`src/rtl/fifo_sram_pkg.sv`:
```
// Shared definitions for the FIFO -> SRAM -> FIFO loopback engine.
// Holds the controller state encoding, the CSR register map and the data width.
package fifo_sram_pkg;

    localparam int DATA_W = 32;

    // Altera-style FIFO CSR register 0 returns the current fill level.
    localparam logic [2:0] CSR_FILL_LEVEL = 3'd0;

    typedef enum logic [3:0] {
        S_IDLE       = 4'd0,
        S_IN_POLL    = 4'd1,
        S_IN_PWAIT   = 4'd2,
        S_IN_RD      = 4'd3,
        S_IN_RWAIT   = 4'd4,
        S_SRAM_WR    = 4'd5,
        S_OUT_POLL   = 4'd6,
        S_OUT_PWAIT  = 4'd7,
        S_SRAM_RD    = 4'd8,
        S_SRAM_RWAIT = 4'd9,
        S_OUT_PUSH   = 4'd10,
        S_FINISH     = 4'd11
    } state_t;

endpackage

```
`src/rtl/fifo_sram_loopback.sv`:
```
// Moves len words from the HPS-to-FPGA FIFO into SRAM, then drains the SRAM
// into the FPGA-to-HPS FIFO in the same order, XOR-ing every stored word.
module fifo_sram_loopback
    import fifo_sram_pkg::*;
#(
    parameter int ADDR_W         = 8,
    parameter int OUT_FIFO_DEPTH = 256
) (
    input  logic              clk,
    input  logic              reset_n,

    input  logic              start,
    input  logic [ADDR_W:0]   len,
    output logic              busy,
    output logic              done,
    output logic [DATA_W-1:0] checksum,

    output logic [2:0]        in_csr_address,
    output logic              in_csr_read,
    input  logic [DATA_W-1:0] in_csr_readdata,
    output logic              in_read,
    input  logic [DATA_W-1:0] in_readdata,

    output logic [2:0]        out_csr_address,
    output logic              out_csr_read,
    input  logic [DATA_W-1:0] out_csr_readdata,
    output logic              out_write,
    output logic [DATA_W-1:0] out_writedata,

    output logic [ADDR_W-1:0] sram_address,
    output logic              sram_clken,
    output logic              sram_chipselect,
    output logic              sram_write,
    output logic [DATA_W-1:0] sram_writedata,
    output logic [3:0]        sram_byteenable,
    input  logic [DATA_W-1:0] sram_readdata
);

    localparam int CW = ADDR_W + 1;

    state_t          state, state_nxt;
    logic [CW-1:0]   len_q;
    logic [CW-1:0]   idx, idx_nxt, idx_inc;
    logic [CW-1:0]   rem;
    logic [CW-1:0]   avail, avail_nxt;
    logic [31:0]     space, space_nxt;
    logic            last;
    logic            wr_nxt, rd_nxt;

    assign in_csr_address  = CSR_FILL_LEVEL;
    assign out_csr_address = CSR_FILL_LEVEL;

    assign rem     = len_q - idx;
    assign idx_inc = idx + CW'(1);
    assign last    = (idx_inc == len_q);

    // Clamp both fill-derived counts so a burst never overruns the transfer or the FIFO.
    assign avail_nxt = (in_csr_readdata < DATA_W'(rem)) ? in_csr_readdata[CW-1:0] : rem;
    assign space_nxt = (out_csr_readdata >= 32'(OUT_FIFO_DEPTH)) ? 32'd0
                     : 32'(OUT_FIFO_DEPTH) - out_csr_readdata;

    always_comb begin
        state_nxt = state;
        idx_nxt   = idx;
        case (state)
            S_IDLE: begin
                if (start) begin
                    idx_nxt   = '0;
                    state_nxt = (len == '0) ? S_FINISH : S_IN_POLL;
                end
            end
            S_IN_POLL:  state_nxt = S_IN_PWAIT;
            S_IN_PWAIT: state_nxt = (avail_nxt == '0) ? S_IN_POLL : S_IN_RD;
            S_IN_RD:    state_nxt = S_IN_RWAIT;
            S_IN_RWAIT: state_nxt = S_SRAM_WR;
            S_SRAM_WR: begin
                if (last) begin
                    idx_nxt   = '0;
                    state_nxt = S_OUT_POLL;
                end else begin
                    idx_nxt   = idx_inc;
                    state_nxt = (avail > CW'(1)) ? S_IN_RD : S_IN_POLL;
                end
            end
            S_OUT_POLL:   state_nxt = S_OUT_PWAIT;
            S_OUT_PWAIT:  state_nxt = (space_nxt == 32'd0) ? S_OUT_POLL : S_SRAM_RD;
            S_SRAM_RD:    state_nxt = S_SRAM_RWAIT;
            S_SRAM_RWAIT: state_nxt = S_OUT_PUSH;
            S_OUT_PUSH: begin
                idx_nxt = idx_inc;
                if (last)                state_nxt = S_FINISH;
                else if (space > 32'd1)  state_nxt = S_SRAM_RD;
                else                     state_nxt = S_OUT_POLL;
            end
            S_FINISH: state_nxt = S_IDLE;
            default:  state_nxt = S_IDLE;
        endcase
    end

    assign wr_nxt = (state_nxt == S_SRAM_WR);
    assign rd_nxt = (state_nxt == S_SRAM_RD);

    always_ff @(posedge clk or negedge reset_n) begin
        if (!reset_n) begin
            state           <= S_IDLE;
            len_q           <= '0;
            idx             <= '0;
            avail           <= '0;
            space           <= '0;
            busy            <= 1'b0;
            done            <= 1'b0;
            checksum        <= '0;
            in_csr_read     <= 1'b0;
            in_read         <= 1'b0;
            out_csr_read    <= 1'b0;
            out_write       <= 1'b0;
            out_writedata   <= '0;
            sram_address    <= '0;
            sram_clken      <= 1'b0;
            sram_chipselect <= 1'b0;
            sram_write      <= 1'b0;
            sram_writedata  <= '0;
            sram_byteenable <= '0;
        end else begin
            state <= state_nxt;
            idx   <= idx_nxt;
            done  <= 1'b0;

            // Strobes are registered from the next state so each one is high
            // exactly while the FSM sits in the matching state.
            in_csr_read     <= (state_nxt == S_IN_POLL);
            in_read         <= (state_nxt == S_IN_RD);
            out_csr_read    <= (state_nxt == S_OUT_POLL);
            out_write       <= (state_nxt == S_OUT_PUSH);
            sram_chipselect <= wr_nxt | rd_nxt;
            sram_clken      <= wr_nxt | rd_nxt;
            sram_write      <= wr_nxt;
            sram_byteenable <= wr_nxt ? 4'hF : 4'h0;
            sram_address    <= (wr_nxt | rd_nxt) ? idx_nxt[ADDR_W-1:0] : '0;

            case (state)
                S_IDLE: begin
                    if (start) begin
                        len_q    <= len;
                        checksum <= '0;
                        busy     <= 1'b1;
                    end
                end
                S_IN_PWAIT:   avail          <= avail_nxt;
                S_IN_RWAIT:   sram_writedata <= in_readdata;
                S_SRAM_WR: begin
                    checksum <= checksum ^ sram_writedata;
                    avail    <= avail - CW'(1);
                end
                S_OUT_PWAIT:  space          <= space_nxt;
                S_SRAM_RWAIT: out_writedata  <= sram_readdata;
                S_OUT_PUSH:   space          <= space - 32'd1;
                S_FINISH: begin
                    done <= 1'b1;
                    busy <= 1'b0;
                end
                default: ;
            endcase
        end
    end

endmodule

```
`config.mk`:
```
export PLATFORM = sky130hd
export DESIGN_NAME = fifo_sram_loopback
export DESIGN_NICKNAME = d
export VERILOG_FILES = /design/src/rtl/fifo_sram_pkg.sv /design/src/rtl/fifo_sram_loopback.sv
export SDC_FILE = /design/constraint.sdc
export NUM_CORES = 1
export LEC_CHECK = 0
export CAP_MARGIN = 5
export CORE_MARGIN = 2
export CORE_UTILIZATION = 40
export CTS_BUF_LIST = sky130_fd_sc_hd__clkbuf_16
export DETAILED_ROUTE_END_ITERATION = 10
export PLACE_DENSITY = 0.75
export SETUP_SLACK_MARGIN = 0.1
export SYNTH_ARGS = -nofsm -noshare
export SYNTH_HDL_FRONTEND = slang
export SYNTH_SLANG_ARGS = --single-unit
export TNS_END_PERCENT = 20
```
`constraint.sdc`:
```
create_clock -name clk -period 5.5 [get_ports clk]
set_input_delay 1.1 -clock clk [delete_from_list [all_inputs] [get_ports clk]]
set_output_delay 1.1 -clock clk [all_outputs]
set_load 0.02 [all_outputs]
```
== Word level (Yosys, flattened, before mapping) ==
Cells that the tools add are included.

* Register bits after elaboration: 179

* $add $sub $neg: 5
* Bitwise operators: 2
* Eq/ne operators: 19
* Order comparisons: 4
* Mux-type cells: 23
* Reduce and logical (&&, ||, !) cells: 13

{| class="wikitable"
|+ Operators with widths
! kind !! count
|-
| $pmux W32 S2 || 2
|-
| $mux W32 || 2
|-
| $pmux W4 S11 || 1
|-
| $ge A32 B9 Y1 const B || 1
|-
| $gt A32 B1 Y1 const B || 1
|-
| $logic_not A32 Y1 || 1
|-
| $lt A32 B9 Y1 || 1
|-
| $sub A32 B1 Y32 const B || 1
|-
| $sub A9 B32 Y32 const A || 1
|-
| $xor A32 B32 Y32 || 1
|-
| $mux W9 || 3
|-
| $pmux W9 S3 || 1
|-
| $eq A4 B3 Y1 const B || 6
|-
| $eq A4 B4 Y1 const B || 6
|-
| $mux W4 || 6
|-
| $logic_not A9 Y1 || 2
|-
| $pmux W9 S2 || 1
|-
| $eq A4 B2 Y1 const B || 3
|-
| $add A9 B1 Y9 const B || 1
|-
| $eq A9 B9 Y1 || 1
|-
| $gt A9 B1 Y1 const B || 1
|-
| $sub A9 B1 Y9 const B || 1
|-
| $sub A9 B9 Y9 || 1
|-
| $eq A4 B1 Y1 const B || 2
|-
| other kinds (11) || 19
|}

== Logic depth before layout (Yosys ltp) ==
Gate-level depths: netlist (run 1).

* Depth in word-level cells: 9
* Gate-level depth with buffers: 18

== Least setup slack after synthesis (run 1) ==
OpenSTA, ideal clock, no wires.

* Path type: register to register
* Start point: reg len_q[0]
* End point: reg avail[6]
* Arrival time: 3,403 ps
* Setup slack: 1,956 ps
* Library setup time: 142 ps
* Cell stages (with the launch flop): 18
* Cells stage by stage: dfrtp_1 -> inv_1 -> ha_1 -> inv_1 -> fa_1 -> a21o_1 -> a211o_1 -> a21oi_1 -> a21oi_1 -> xnor2_1 -> ha_1 -> nand3_1 -> nor2_1 -> o21ai_0 -> o21ai_1 -> clkbuf_1 -> mux2i_1 -> o211ai_1

* Word-level cells in the longest chain between the ends: 4

{| class="wikitable"
|+ Ends and longest elaborated chain
! element !! RTL line !! RTL
|-
| start: declaration || fifo_sram_loopback.sv:42 || <nowiki>logic [CW-1:0] len_q;</nowiki>
|-
| start signal: assignment || fifo_sram_loopback.sv:144 || <nowiki>len_q <= len;</nowiki>
|-
| $sub A9 B9 Y9 (*) || fifo_sram_loopback.sv:53 || <nowiki>assign rem = len_q - idx;</nowiki>
|-
| $lt A32 B9 Y1 || fifo_sram_loopback.sv:58 || <nowiki>assign avail_nxt = (in_csr_readdata < DATA_W'(rem)) ? in_csr_readdata[CW-1:0] : rem;</nowiki>
|-
| $mux W9 (*) || fifo_sram_loopback.sv:58 ||
|-
| $pmux W9 S2 (*) || fifo_sram_loopback.sv:141 || <nowiki>case (state)</nowiki>
|-
| end signal: assignment || fifo_sram_loopback.sv:149 || <nowiki>S_IN_PWAIT: avail <= avail_nxt;</nowiki>
|-
| end signal: assignment || fifo_sram_loopback.sv:153 || <nowiki>avail <= avail - CW'(1);</nowiki>
|-
| end: declaration || fifo_sram_loopback.sv:45 || <nowiki>logic [CW-1:0] avail, avail_nxt;</nowiki>
|}

Every way passes the cells marked *; elsewhere a longest branch is shown, timed or not.
A chain may end at the register's enable or synchronous reset.

== Final worst setup path (run 1) ==
* Start point: reg idx[0]
* End point: reg in_csr_read

* Word-level cells in the longest chain between the ends: 7
* Elaborated cells on any way between the ends: 11

{| class="wikitable"
|+ Ends and longest elaborated chain
! element !! RTL line !! RTL
|-
| start: declaration || fifo_sram_loopback.sv:43 || <nowiki>logic [CW-1:0] idx, idx_nxt, idx_inc;</nowiki>
|-
| start signal: assignment || fifo_sram_loopback.sv:126 || <nowiki>idx <= idx_nxt;</nowiki>
|-
| $sub A9 B9 Y9 || fifo_sram_loopback.sv:53 ||
|-
| $lt A32 B9 Y1 || fifo_sram_loopback.sv:58 ||
|-
| $mux W9 || fifo_sram_loopback.sv:58 ||
|-
| $logic_not A9 Y1 || fifo_sram_loopback.sv:73 || <nowiki>S_IN_PWAIT: state_nxt = (avail_nxt == '0) ? S_IN_POLL : S_IN_RD;</nowiki>
|-
| $mux W2 || fifo_sram_loopback.sv:73 ||
|-
| $pmux W4 S11 (*) || fifo_sram_loopback.sv:65 || <nowiki>case (state)</nowiki>
|-
| net state_nxt[1] || fifo_sram_loopback.sv:41 || <nowiki>state_t state, state_nxt;</nowiki>
|-
| $eq A4 B1 Y1 (*) || fifo_sram_loopback.sv:131 || <nowiki>in_csr_read <= (state_nxt == S_IN_POLL);</nowiki>
|-
| end signal: assignment || fifo_sram_loopback.sv:131 ||
|-
| end: declaration || fifo_sram_loopback.sv:19 || <nowiki>output logic in_csr_read,</nowiki>
|}

Mark *: on every way through the listed nets, which the timed path passes. The rest lies on a longest branch.

==> results of run 1 <==
-- worst max-delay path: stages (launching register included) --
cell	delay, ns
dfrtp_1	0.41
ha_1	0.19
inv_1	0.06
fa_1	0.39
a21o_1	0.19
a211o_1	0.29
a21oi_1	0.19
a21oi_1	0.11
xnor2_1	0.17
ha_1	0.21
nor4_1	0.17
nand4_1	0.13
a211oi_1	0.22
o21ai_1	0.09
buf_4	0.20
nor3_1	0.14
nor2_1	0.06
a211o_1	0.35
nor4_2	0.24
-- registers in the layout (all words and copies together), names as in the netlist, 4 cells and up --
| signal | cells |
|---|---|
| sram_address | 8 |
| out_writedata | 32 |
| space | 32 |
| sram_writedata | 32 |
| avail | 9 |
| len_q | 9 |
| state | 4 |
| checksum | 32 |
| idx | 9 |
-- logic make-up after synthesis --
group,Yosys count,synth area share (%)
flops,175,49.0
buf+inv,73,3.57
mux,85,10.5
xor+xnor,21,2.06
compound gates,208,14.6
fa+ha+maj,23,3.31
simple gates,290,16.8
other cells,1,0.0420
-- per-layer routing --
metal | vias to the layer above | track usage (%) | wire [um]
met1 | 3706 | 25.6 | 10200
met3 | 31 | 6.07 | 1810
li1 | 3672 | - | -
met5 | - | 0 | 0
met2 | 246 | 34.4 | 11600
met4 | 0 | 5.55 | 371
-- power by group --
group / total [mW] / internal, mW / switching, mW
clock: 1.24 / 0.688 / 0.553
combinational: 2.82 / 1.29 / 1.53
sequential: 2.04 / 1.65 / 0.383
total: 6.10 / 3.63 / 2.47
-- per-stage QoR --
stage | instances | setup slack (ns) | total power, mW
floorplan | 881 | 1.96 | 3.71
detailed placement | 1381 | 1.47 | 4.86
CTS | 1413 | 1.58 | 6.14
global route | 1413 | 1.20 | 6.52
global placement | 1381 | 1.56 | 4.79
finish | 1413 | 1.57 | 6.10
-- area by class of cell --
cell class                 count  area share, %
clock buffer                  17           3.45
clock inverter                15           1.41
inverter                      28          0.852
multi-input combinational    633           34.6
sequential                   175           35.5
tap                          280           2.84
timing repair buffer         265           21.3
-- synthesized netlist by cell type, types with 3 or more instances --
| cell type | number | share of area [%] |
|---|---|---|
| nand4_1 | 7 | 0.49 |
| or4_1 | 4 | 0.34 |
| o21bai_1 | 3 | 0.25 |
| nor4_1 | 25 | 1.8 |
| a211o_1 | 4 | 0.39 |
| nand2_1 | 74 | 3.1 |
| a31o_2 | 3 | 0.29 |
| mux2i_1 | 12 | 1.3 |
| o41ai_1 | 5 | 0.49 |
| clkbuf_1 | 30 | 1.3 |
| nor2_1 | 73 | 3.1 |
| o31ai_1 | 8 | 0.67 |
| xnor2_1 | 10 | 0.98 |
| buf_4 | 11 | 0.92 |
| xor2_1 | 11 | 1.1 |
| o21ai_0 | 99 | 5.5 |
| a311oi_1 | 3 | 0.29 |
| a21oi_1 | 25 | 1.4 |
| o211ai_1 | 12 | 1.0 |
| dfrtp_1 | 175 | 49 |
| nand3_1 | 22 | 1.2 |
| nand3b_1 | 7 | 0.59 |
| a31oi_1 | 6 | 0.42 |
| o221ai_1 | 4 | 0.39 |
| nand2b_1 | 10 | 0.70 |
| o311ai_0 | 9 | 0.88 |
| o21a_1 | 6 | 0.50 |
| or3_1 | 9 | 0.63 |
| nor3_1 | 16 | 0.90 |
| mux2_2 | 73 | 9.2 |
| ha_1 | 22 | 3.1 |
| nor3b_1 | 3 | 0.25 |
| and2_1 | 11 | 0.77 |
| nor2b_1 | 8 | 0.56 |
| inv_1 | 28 | 1.2 |
| o21ai_1 | 3 | 0.17 |
| nand4b_1 | 3 | 0.29 |
-- worst min path at each step --
stage	slack, ns	end	depth (start not counted)	start
after global routing	0.50	space[13]	1	space[13]
after global placement	0.47	checksum[23]	1	checksum[23]
after CTS	0.49	space[13]	1	space[13]
final	0.48	checksum[17]	1	checksum[17]
after floorplan	0.45	space[13]	1	space[13]
after detailed placement	0.48	checksum[30]	1	checksum[30]
==> flow_summary.toml, run 1 <==
[synth]
syn_avg_cell_area_um2 = 10.2
async_reset_ff_share_pct = 100
synth.distinct_cells = 72
ys.flop_type = "dfrtp_1"
yosys_warnings = 0
synth_area_um2 = 8930
ys_ff_latch = 175
synth_edf_count = 0
ys_seq_area_share_pct = 49.0
syn-instance-count = 876

[finish]
fin_util_pct = 56.3
fillers = 1925
design_area_um2 = 12300
seq_area_um2 = 4380
layout_common_cells = "255 x clkdlybuf4s50_1, 175 x dfrtp_1, 99 x o21ai_0, 74 x nand2_1, 73 x mux2_2"
antenna-diode-count = 0
fin_nets = 1283
drive_above_1_share_pct = 11.7
layout_commonest_cell = "clkdlybuf4s50_1"
multiInputGateArea_um2 = 4270
syn2layout_area_growth_pct = 38.1

[floorplan]
die_y_um = 153
core_region_area_um2 = 21900
rows = 54
start_util_pct = 40.8
dieArea_um2 = 23500
io_pins = 263
die_x_um = 153

[global_routing]
grt_max_degree = 111
grt_pass1_wl_um = 39300
antenna_found_initial = 0
grt_pass1_vias = 7676
gr-usage-all-layers_pct = 20.4
grt.overflow.total = 0

[routing]
wl_per_cell_um = 17.0
drtAntennaViolNets = 0
finalWirelength_um = 24000
drt-vias-per-instance = 5.42
remaining_drc_errors = 0
firstDrtPassIters = 5
drt_iter0_drc = 466
via_count = 7655

[clock_tree]
cts_tree = "done"
clock_latency_ns = 0.43
cts-root-buf = "clkbuf_16"
hold_buffers = 0
cts_resized = 0
cts_sinks = 175
clkTransAtPathRegs_ns = 0.07
post_cts_buffers = 0
cts_max_level = 4
numCtsBuffers = 17
clk_path_buf_depth = 2

[timing]
drv_slew = 0
hold_viol_final = 0
finalClockSkew_ns = 0.00851
fin_hold_ws_ns = 0.482
fin_crit_ns = 3.93
period_share_pct = 71.4
worstMarginPinSlew_ns = 1.04
max_freq_ghz = 0.255
rsz0062_at_grt = "false"
max_slew_margin_pct = 30.6
setup_violations = 0
tns_ns = 0

[critical_path]
reg2regPathDepth = 18
r2r-start = "idx[0]"
worstSetupEndpoint = "in_csr_read"
path_class = "reg2reg"
critPathRequiredTime_ns = 5.82
cp_max_fo = 16
worst_r2r_endpoint = "in_csr_read"
cp.arrival_ns = 4.25
r2r_slack_ns = 1.57
worst_setup_path_start_kind = "register"
cp-end-kind = "register"
critPathLaunch = "idx[0]"

[placed_design]
placed_area_um2 = 11700
io_buffers = 256
gp_congestion = 0.838
dp_hpwl_um = 17300

[run_status]
status = "finished clean"

[pwr]
ir_worst_vdd_mv = 0.368
total_leakage_power_nw = 5.28
powerDensity_nw_per_um2 = 495

[worst_hold_path]
hold_class = "reg2reg"

[job]
maxCapViolCount = 0
Power figures use the tool's default switching activity.
==> run 2, diff against run 1 <==
- PLACE_DENSITY: 0.75 -> 0.78
- clock period: 5.5 -> 3.41 ns (I/O delays scaled with it)
==> run 2 against run 1 <==
Net effect:
- the run now ends with setup timing left
- largest power group unchanged
- sequential cell count stayed put
- clock-buffer cell count did not move
- sequential share of layout area shrank 1.2 points
- maximum frequency grew 7.4%
- clock power is 53% higher
==> flow_summary.toml, run 2 (same netlist as run 1, synthesis figures left out) <==
[run_status]
status = "finished with violations"
failed_checks = "setup timing"

[timing]
setup_violations = 9
fin_hold_ws_ns = 0.241
fin_ws_ns = -0.246
worstMarginPinSlew_ns = 0.695
period_share_pct = 107
fin_crit_ns = 3.66
finalClockSkew_ns = 0.0127
max_freq_ghz = 0.274
tns_ns = -0.869
rsz0062_at_grt = "true"
drv_slew = 0
hold_viol_final = 0
max_slew_margin_pct = 53.7

[pwr]
p_switching_mw = 4.20
finalPower_mw = 10.2
clkPwrFrac_pct = 18.6
seq_power_share_pct = 31.5
netSwitchingFraction_pct = 41.0
ir_worst_vdd_mv = 0.496
powerDensity_nw_per_um2 = 803
p_int_mw = 6.04
p_comb_share_pct = 49.9
total_leakage_power_nw = 5.50

[routing]
drt_iter0_drc = 529
drt-vias-per-instance = 5.44
firstDrtPassIters = 5
drtAntennaViolNets = 0
remaining_drc_errors = 0
finalWirelength_um = 25000
via_count = 7925
wl_per_cell_um = 17.1

[global_routing]
grt_pass1_wl_um = 40500
gr-usage-all-layers_pct = 21.1
antenna_found_initial = 1
grt_max_degree = 69
grt_pass1_vias = 7963
grt.overflow.total = 0

[clock_tree]
cts_tree = "done"
clk_path_buf_depth = 2
cts_max_level = 4
cts-root-buf = "clkbuf_16"
cts_sinks = 175
clock_latency_ns = 0.44
numCtsBuffers = 17
clkTransAtPathRegs_ns = 0.07

[floorplan]
dieArea_um2 = 23500
rows = 54
die_x_um = 153
die_y_um = 153
io_pins = 263
core_region_area_um2 = 21900
start_util_pct = 40.8

[finish]
fillers = 1844
stdcell_count = 1457
syn2layout_area_growth_pct = 42.8
design_area_um2 = 12800
layout_commonest_cell = "clkdlybuf4s50_1"
fin_util_pct = 58.3
layout_common_cells = "255 x clkdlybuf4s50_1, 175 x dfrtp_1, 90 x o21ai_0, 73 x nand2_1, 73 x mux2_2"
fin_nets = 1326
drive_above_1_share_pct = 16.5

[job]
maxCapViolCount = 0

[worst_hold_path]
hold_class = "in2async"

[placed_design]
dpl_worst_slack_ns = -0.249
placed_cells = 1418
gp_congestion = 0.891
io_buffers = 256
dp_hpwl_um = 18000
placed_area_um2 = 12000

[critical_path]
crit_chain = "inv_1 > ha_2 > inv_2 > fa_2 > a21o_1 > a211o_1 > a21oi_2 > a21oi_2 > xnor2_2 > ha_4 > nand3_2 > nor2_1 > o21ai_1 > o21ai_2 > buf_4 > nand3b_1 > a211o_1 > nor4b_2"
path_class = "reg2reg"
cp-end-kind = "register"
critPathRequiredTime_ns = 3.72
max_stage_delay_ns = 0.38
worst_setup_path_start_kind = "register"
cp.arrival_ns = 3.97
cp_max_fo = 5
crit_slowest_cell = "dfrtp_1"
## run 2: cell types whose count changed in the layout (fill, tap and decap cells not counted), moves of 2 or more
cell	delta
o21ai_1	+6
o21ai_2	+3
buf_4	+38
bufinv_16	-2
a21oi_1	-2
a21oi_2	+2
buf_6	+3
clkinv_8	+3
inv_1	-2
clkinv_4	+2
o21ai_0	-9
inv_6	-4
ha_1	-2
## run 2: metal layers
layer | wire [um] | GRT usage [%]
met1 | 10600 | 26.7
met2 | 12100 | 35.3
met3 | 1660 | 4.85
met4 | 673 | 8.21
met5 | 0 | 0
## run 2: final timing paths
check / from / end / slack [ns] / cells past startpoint
worst max register to register: len_q[0] / in_read / -0.25 / 18
worst max-delay path: len_q[0] / in_read / -0.25 / 18
min in group clk: space[13] / space[13] / 0.48 / 1
worst min-delay path: reset_n / len_q[0] / 0.24 / 1
worst min register to register: space[13] / space[13] / 0.48 / 1
max in group asynchronous: reset_n / space[5] / 2.35 / 2
## run 2: worst max-delay path: cells and delay by family, from the launching register on
kind | cells | cell delay, ns
compound gates | 7 | 1.45
xor+xnor | 1 | 0.16
fa+ha+maj | 3 | 0.83
buf+inv | 3 | 0.30
flops | 1 | 0.38
simple gates | 4 | 0.44
## run 2: power groups by stage
stage / sequential (mW) / clock [mW] / combinational (mW)
after detailed placement: 3.25 / 0 / 4.83
after floorplan: 3.64 / 0 / 2.37
after CTS: 3.22 / 1.96 / 4.95
after global placement: 3.22 / 0 / 4.72
after global routing: 3.33 / 2.02 / 5.54
final: 3.23 / 1.90 / 5.12
## run 2: layout make-up
class	count	area, um^2	share of cell area, %
antenna	1	2.50	0.0196
clock buffer	17	425	3.33
clock inverter	15	154	1.21
inverter	28	105	0.824
multi-input combinational	633	4360	34.1
sequential	175	4380	34.3
tap	280	350	2.75
timing repair buffer	308	2990	23.4
## run 2: timing repair
action	4_1_cts	5_1_grt
hold buffers	0	0
pin swaps	9	9
gates resized for setup	13	16
setup buffers	4	2
endpoints found under the setup margin	12	12
==> run 3, diff against run 2 <==
- CTS_CLUSTER_SIZE: default -> 28
- SKIP_LAST_GASP: default -> 1
==> run 3 against run 2 <==
Net effect:
- the run still ends with setup timing left
- routed wire length up 0.11%
- register-to-register slack worse by 0.07 ns
- die area unchanged
- final cell count about the same
- sequential cell count unchanged
- critical endpoint unchanged
- largest power group unchanged
==> flow_summary.toml, run 3 (same netlist as run 1, synthesis figures left out) <==
[critical_path]
cp-end-kind = "register"
crit_chain = "inv_1 > ha_2 > inv_2 > fa_2 > a21o_1 > a211o_1 > a21oi_2 > a21oi_2 > xnor2_2 > ha_4 > nand3_1 > nor2_1 > o21ai_1 > o21ai_2 > buf_4 > nand3b_1 > a211o_1 > nor4b_2"
critPathRequiredTime_ns = 3.72
cp_max_fo = 5
max_stage_delay_ns = 0.38
crit_slowest_cell = "dfrtp_1"
path_class = "reg2reg"
worst_setup_path_start_kind = "register"
cp.arrival_ns = 4.03

[floorplan]
die_x_um = 153
die_y_um = 153
start_util_pct = 40.8
io_pins = 263
dieArea_um2 = 23500
rows = 54
core_region_area_um2 = 21900

[routing]
drt-vias-per-instance = 5.47
drtAntennaViolNets = 0
wl_per_cell_um = 17.1
drt_iter0_drc = 506
via_count = 7976
firstDrtPassIters = 5
remaining_drc_errors = 0
finalWirelength_um = 25000

[placed_design]
dp_hpwl_um = 18000
io_buffers = 256
gp_congestion = 0.891
placed_cells = 1418
placed_area_um2 = 12000

[run_status]
status = "finished with violations"
failed_checks = "setup timing"

[finish]
layout_common_cells = "255 x clkdlybuf4s50_1, 175 x dfrtp_1, 97 x o21ai_0, 74 x nand2_1, 73 x mux2_2"
layout_commonest_cell = "clkdlybuf4s50_1"
drive_above_1_share_pct = 16.3
syn2layout_area_growth_pct = 42.6
stdcell_count = 1458
antenna-diode-count = 0
fin_nets = 1328
fillers = 1843
design_area_um2 = 12700

[pwr]
powerDensity_nw_per_um2 = 805
total_leakage_power_nw = 5.49
ir_worst_vdd_mv = 0.497
finalPower_mw = 10.3

[global_routing]
antenna_found_initial = 1
grt_max_degree = 69
grt.overflow.total = 0
grt_pass1_vias = 7943
grt_pass1_wl_um = 40500
gr-usage-all-layers_pct = 21.1

[timing]
rsz0062_at_grt = "true"
fin_ws_ns = -0.312
tns_ns = -1.78
setup_violations = 12
period_share_pct = 109
max_slew_margin_pct = 53.6
fin_crit_ns = 3.72
finalClockSkew_ns = 0.0125
worstMarginPinSlew_ns = 0.697
max_freq_ghz = 0.269
drv_slew = 0
hold_viol_final = 0
fin_hold_ws_ns = 0.244

[clock_tree]
cts_tree = "done"
clkTransAtPathRegs_ns = 0.07
cts_max_level = 4
clock_latency_ns = 0.44
clk_path_buf_depth = 2
cts-root-buf = "clkbuf_16"
cts_sinks = 175
numCtsBuffers = 17

[worst_hold_path]
hold_class = "in2async"

[job]
maxCapViolCount = 0
[run 3: layer usage]
metal | wire length [um] | global-route usage (%) | up-vias | part of all wire [%]
li1 | - | - | 3760 | -
met1 | 10600 | 26.8 | 3879 | 43
met2 | 12000 | 35.3 | 283 | 48
met3 | 1690 | 4.82 | 52 | 6.7
met4 | 681 | 7.99 | 2 | 2.7
met5 | 10 | 0 | - | 0.040
[run 3: area by class of cell]
| cell class | instances | area [um^2] | share of cell area, % |
|---|---|---|---|
| well taps | 280 | 350 | 2.75 |
| inverters | 28 | 105 | 0.825 |
| flip-flops and latches | 175 | 4380 | 34.4 |
| multi-input cells | 633 | 4340 | 34.1 |
| clock inverters | 15 | 154 | 1.21 |
| clock buffers | 17 | 425 | 3.34 |
| repair buffers | 310 | 2980 | 23.4 |
[run 3: through the flow]
step | utilization, % | setup slack [ns]
3_5_place_dp | 55.0 | -0.249
2_1_floorplan | - | 0.0607
6_report | 58.2 | -0.312
3_3_place_gp | 55.0 | -0.0973
4_1_cts | 57.9 | -0.156
5_1_grt | 58.2 | -0.453
[run 3: worst paths after layout]
path	startpoint	endpoint	slack, ns	depth (start not counted)
setup / recovery	len_q[0]	in_read	-0.31	18
hold / removal	reset_n	len_q[1]	0.24	1
setup reg to reg	len_q[0]	in_read	-0.31	18
hold reg to reg	space[13]	space[13]	0.47	1
max in group asynchronous	reset_n	space[5]	2.35	2
min in group clk	space[13]	space[13]	0.47	1
[run 3: what timing repair did]
item,CTS,global route
hold buffers,0,0
setup endpoints to repair,12,12
setup buffers,4,4
pin swaps,8,9
gates resized for setup,8,5
[run 3: worst max-delay path, delay by kind of cell (launching register included)]
kind / cells / cell delay [ns]
AOI/OAI and AO/OA: 7 / 1.48
xor gates and xnor gates: 1 / 0.16
adders and majority gates: 3 / 0.82
buffers and inverters: 3 / 0.30
DFF: 1 / 0.38
and+or+nand+nor: 4 / 0.48
[run 3: power by group]
part / total (mW) / internal, mW / switching, mW
clock: 1.91 / 0.973 / 0.934
sequential: 3.23 / 2.67 / 0.560
combinational: 5.12 / 2.42 / 2.70
